$ cat config.mk
export PLATFORM = sky130hd
export DESIGN_NAME = scanner_fsm
export DESIGN_NICKNAME = d
export VERILOG_FILES = /design/src/rtl/scanner_pkg.sv /design/src/rtl/buf_level_ctr.sv /design/src/rtl/scanner_fsm.sv
export SDC_FILE = /design/constraint.sdc
export NUM_CORES = 1
export LEC_CHECK = 0
export BUFFER_PORTS_ARGS = -buffer_cell sky130_fd_sc_hd__buf_2
export CAP_MARGIN = 20
export CORE_MARGIN = 2
export CORE_UTILIZATION = 47
export DETAILED_ROUTE_END_ITERATION = 7
export PLACE_DENSITY_LB_ADDON = 0.2
export SYNTH_ARGS = -nofsm -noshare
export SYNTH_HDL_FRONTEND = slang
export SYNTH_SLANG_ARGS = --single-unit
$ cat constraint.sdc
create_clock -name clk -period 1.65 [get_ports clk]
set_input_delay 0.2475 -clock clk [delete_from_list [all_inputs] [get_ports clk]]
set_output_delay 0.2475 -clock clk [all_outputs]
set_load 0.02 [all_outputs]
$ cat src/rtl/scanner_pkg.sv
// Shared definitions for the scanner control stage: state codes (also
// consumed by counterCtrl) and default timing constants.
package scanner_pkg;

    typedef enum logic [2:0] {
        LOW_POWER = 3'b000,
        STANDBY   = 3'b001,
        SCANNING  = 3'b010,
        IDLE      = 3'b011,
        XFER      = 3'b100,
        FLUSH     = 3'b101
    } state_e;

    localparam int unsigned DEF_SCAN_CYCLES  = 10;
    localparam int unsigned DEF_FLUSH_CYCLES = 6;

    // States in which the scanner is actively moving data.
    function automatic logic is_busy(logic [2:0] s);
        return (s == SCANNING) || (s == XFER) || (s == FLUSH);
    endfunction

endpackage

$ cat src/rtl/buf_level_ctr.sv
// 4-bit saturating up/down fill-level counter. The at_* flags describe the
// value being loaded on the next edge so the FSM can react in the same cycle.
module buf_level_ctr #(
    parameter int unsigned MAX = 10
) (
    input  logic       clk_i,
    input  logic       inc_i,
    input  logic       dec_i,
    input  logic       clr_i,
    output logic [3:0] level_o,
    output logic       at_half_o,
    output logic       at_max_o
);

    logic [3:0] level_q, level_d;

    // Next level: clear wins, then saturating increment, then saturating decrement.
    always_comb begin
        level_d = level_q;
        if (clr_i)
            level_d = 4'd0;
        else if (inc_i && (level_q != 4'(MAX)))
            level_d = level_q + 4'd1;
        else if (dec_i && (level_q != 4'd0))
            level_d = level_q - 4'd1;
    end

    // Level register; reset arrives through clr_i.
    always_ff @(posedge clk_i) begin
        level_q <= level_d;
    end

    assign level_o   = level_q;
    assign at_half_o = (level_d == 4'(MAX / 2));
    assign at_max_o  = (level_d == 4'(MAX));

endmodule

$ cat src/rtl/scanner_fsm.sv
// Scanner control FSM: sequences power/scan/transfer/flush, owns the flush
// timer and the registered handshake pulses. Fill level lives in buf_level_ctr.
module scanner_fsm
    import scanner_pkg::*;
#(
    parameter int unsigned SCAN_CYCLES  = DEF_SCAN_CYCLES,
    parameter int unsigned FLUSH_CYCLES = DEF_FLUSH_CYCLES
) (
    input  logic       clk,
    input  logic       reset,
    input  logic       power_up,
    input  logic       start_scan,
    input  logic       xfer_req,
    input  logic       flush_req,
    output logic [2:0] state,
    output logic [3:0] buf_level,
    output logic       half_full,
    output logic       xfer_done,
    output logic       busy
);

    logic [2:0] state_q, state_d;
    logic [3:0] timer_q, timer_d;
    logic       half_full_q, half_full_d;
    logic       xfer_done_q, xfer_done_d;
    logic       busy_q, busy_d;
    logic       inc, dec, clr;
    logic       at_half, at_max;
    logic [3:0] level;

    // Counter controls depend only on current state and inputs (no loop via state_d).
    assign inc = (state_q == SCANNING) && !flush_req;
    assign dec = (state_q == XFER);
    assign clr = reset || (flush_req &&
                 ((state_q == STANDBY) || (state_q == SCANNING) || (state_q == IDLE)));

    buf_level_ctr #(.MAX(SCAN_CYCLES)) u_lvl (
        .clk_i    (clk),
        .inc_i    (inc),
        .dec_i    (dec),
        .clr_i    (clr),
        .level_o  (level),
        .at_half_o(at_half),
        .at_max_o (at_max)
    );

    // State register plus registered outputs and flush timer.
    always_ff @(posedge clk) begin
        if (reset) begin
            state_q     <= LOW_POWER;
            timer_q     <= 4'd0;
            half_full_q <= 1'b0;
            xfer_done_q <= 1'b0;
            busy_q      <= 1'b0;
        end else begin
            state_q     <= state_d;
            timer_q     <= timer_d;
            half_full_q <= half_full_d;
            xfer_done_q <= xfer_done_d;
            busy_q      <= busy_d;
        end
    end

    // Next-state logic; unused codes fall back to LOW_POWER.
    always_comb begin
        state_d = state_q;
        case (state_q)
            LOW_POWER: if (power_up) state_d = STANDBY;
            STANDBY: begin
                if (flush_req)       state_d = FLUSH;
                else if (start_scan) state_d = SCANNING;
            end
            SCANNING: begin
                if (flush_req)   state_d = FLUSH;
                else if (at_max) state_d = IDLE;
            end
            IDLE: begin
                if (flush_req)     state_d = FLUSH;
                else if (xfer_req) state_d = XFER;
            end
            XFER:  if (level == 4'd0) state_d = LOW_POWER;
            FLUSH: if (timer_q == 4'(FLUSH_CYCLES - 1)) state_d = LOW_POWER;
            default: state_d = LOW_POWER;
        endcase
    end

    // Output/timer next values; pulses are computed for the cycle after this edge.
    always_comb begin
        half_full_d = inc && at_half;
        xfer_done_d = dec && (level == 4'd1);
        busy_d      = is_busy(state_d);
        timer_d     = ((state_q == FLUSH) && (state_d == FLUSH)) ? timer_q + 4'd1 : 4'd0;
    end

    assign state     = state_q;
    assign buf_level = level;
    assign half_full = half_full_q;
    assign xfer_done = xfer_done_q;
    assign busy      = busy_q;

endmodule
==> flow_metrics.py <==
metrics = {
    "grt": {
        "grt_pass1_vias": 783,
        "grt_overflow_total": 0,
        "antenna_found_initial": 0,
        "grt_pass1_wl_mm": 3.263,
        "grt_use_total": 0.2156,
        "grt_max_degree": 10,
    },
    "yosys": {
        "synth_flop_cell": "dfxtp_1",
        "syn_area_per_cell_um2": 9.098,
        "synthTopCellsByCount": "14 x dfxtp_1, 8 x a21oi_1",
        "async_flop_share": 0,
        "synth_most_common_cell": "dfxtp_1",
        "synth_area_um2": 837.1,
        "ys_ff_latch": 14,
        "yosys.area.top_type": "dfxtp_1",
        "synth_warnings": 0,
        "synth_top_area_frac": 0.3348,
        "synth_edf_count": 0,
        "synth_cells": 92,
        "synth_nets": 104,
        "synth_area_leaders": "dfxtp_1 33%, ha_1 9.0%, a21oi_1 4.8%",
        "ys_types": 38,
        "ys_seq_area_frac": 0.3348,
    },
    "job": {
        "cap_violations": 0,
    },
    "layout": {
        "final_cells": 150,
        "layout-drive-gt1-share": 0.4880,
        "multi_input_comb_area_um2": 610.6,
        "area_growth_pct": 41.26,
        "regArea_um2": 286.5,
        "diodes": 0,
        "fin_area_um2": 1182,
        "fillers": 133,
        "fin_nets": 138,
    },
    "clock_tree": {
        "numCtsBuffers": 3,
        "insertion_delay_ns": 0.28,
        "cts_tree": "done",
        "cts_sinks": 14,
        "clockBufferDepth": 2,
        "cts_root_buf": "clkbuf_4",
        "hold_buffers": 0,
        "htreeDepth": 1,
        "clk_pin_slew_ns": 0.09,
    },
    "timing": {
        "final_max_slew_viol_count": 0,
        "hold_viol": 0,
        "layout_setup_ws_ns": 0.03126,
        "whs_ns": 0.2329,
        "setup_viol": 0,
        "period_minus_slack_ns": 1.619,
        "worstMarginPinSlew_ns": 0.3639,
        "clock.fmax_mhz": 617.8,
        "fin_skew_ns": 0.001840,
        "slew_headroom": 0.7571,
        "fin_crit_sh": 0.9811,
        "rsz0062_at_grt": "yes",
    },
    "drt": {
        "first_pass_iters": 4,
        "met1Wirelength_um": 967,
        "drcViolationCount": 0,
        "antenna_left": 0,
        "wl_met2_mm": 1.004,
        "top_layer": "met4",
        "wl_per_cell_um": 14.23,
        "met3WireLength_um": 134,
        "via_per_inst": 5.607,
        "first_iter_violations": 24,
        "routed_wl_mm": 2.135,
        "num_vias": 841,
    },
    "placed_design": {
        "dpl-instance-area_um2": 1005,
        "routabilityCongestion": 0.8308,
        "dp_cells": 140,
        "post-place-ws_ns": -0.04878,
        "hpwl_mm": 1.427,
        "portBuffers": 15,
    },
    "worst_setup_path": {
        "cp-start-kind": "flip-flop",
        "cpPeakStageDelay_ns": 0.41,
        "cp_num_buf_inv": 1,
        "cp.required_ns": 1.85,
        "endpoint_kind": "flip-flop",
        "crit_type": "reg2reg",
        "path_cells": "inv_2 -> ha_4 -> or3b_4 -> nand2_4 -> nand2_1 -> xnor2_1 -> nor4_2",
        "cpMaxStageDelayCell": "or3b_4",
        "crit_family": "simple AND/OR/NAND/NOR gates",
        "critPathArrivalTime_ns": 1.82,
        "cp_max_fo": 3,
    },
    "pwr": {
        "power_frac_seq": 0.486,
        "power.leakage_nw": 0.5154,
        "p_per_area_nw_per_um2": 623.8,
        "internal_power_w": 0.0005372,
        "comb_power_share": 0.168,
        "clock_power_share": 0.346,
        "p_switching_w": 0.0002003,
        "finalPower_w": 0.0007375,
        "ir_drop_uv": 565.8,
        "swShare": 0.2716,
    },
    "floorplan": {
        "die_width_um": 46.20,
        "fp.dieH_um": 46.20,
        "rows": 15,
        "coreArea_um2": 1708,
        "ios": 16,
        "die_area_um2": 2134,
        "start_util": 0.4901,
    },
    "min_path": {
        "hold_path.class": "in2reg",
    },
    "status": {
        "status": "finished, final reports clean",
    },
}
[metal layers]
layer  up-vias  track usage
li1        408            -
met3         6      0.02745
met4         0      0.08000
met1       394       0.2871
met2        33       0.3528
met5         -            0
[area by class of cell]
cell class	count	area share
multi-input cells	71	0.5164
repair buffers	31	0.1683
clock buffers	4	0.03069
well taps	25	0.02646
flip-flops and latches	14	0.2423
inverters	5	0.01587
[metrics by stage]
stage                      TNS, ns    util
after global routing      -0.07643  0.6923
after detailed placement  -0.04878  0.5883
after CTS                 -0.01480  0.6381
after floorplan                  0       -
final                            0  0.6923
after global placement           0  0.5883
[power by group through the flow]
| stage | clock (W) | combinational [W] | sequential (W) |
|---|---|---|---|
| final | 0.000255 | 0.000124 | 0.000358 |
| after global routing | 0.000270 | 0.000135 | 0.000360 |
| after CTS | 0.000254 | 0.000113 | 0.000357 |
| after detailed placement | 0 | 0.000110 | 0.000365 |
| after global placement | 0 | 0.000108 | 0.000364 |
| after floorplan | 0 | 0.0000622 | 0.000375 |
[path summary, 6_finish.rpt]
check / cells after the start / slack, ns / startpoint / to
worst min register to register: 1 / 0.47 / timer_q[0] / timer_q[0]
worst max register to register: 7 / 0.03 / u_lvl.level_o[1] / half_full
worst min-delay path: 2 / 0.23 / reset / state[2]
worst max-delay path: 7 / 0.03 / u_lvl.level_o[1] / half_full
[cells in the final DEF, fill, tap and decap left out, drive strengths merged, types with 2 or more instances in the layout]
master / Yosys / final
a21o: 2 / 2
nor2: 6 / 6
ha: 6 / 6
nand3: 6 / 6
nand2: 6 / 6
nand3b: 2 / 2
xnor2: 2 / 2
dfxtp: 14 / 14
inv: 5 / 5
nor3: 3 / 3
clkbuf: 0 / 4
a21oi: 8 / 8
buf: 2 / 31
nand4: 6 / 6
a31oi: 2 / 2
[sequential cells by signal, summed over array words and instances, names as in the netlist]
signal,flops
u_lvl.level_o,4
state,3
half_full,1
busy,1
xfer_done,1
timer_q,4
[repair_timing]
action / CTS / global route
cloned: 0 / 0
buffers inserted: 3 / 3
setup endpoints to repair: 1 / 4
resized for setup: 7 / 16
pin swaps: 2 / 8
[cell families after synthesis]
logic type | share of synthesized area
AO/OA/AOI/OAI | 0.1779
XOR/XNOR | 0.03140
adder cells (fa/ha/maj) | 0.08968
buffers and inverters | 0.04185
flip-flops | 0.3348
multiplexers | 0.01345
AND/OR/NAND/NOR | 0.3109
Power figures use the tool's default switching activity.
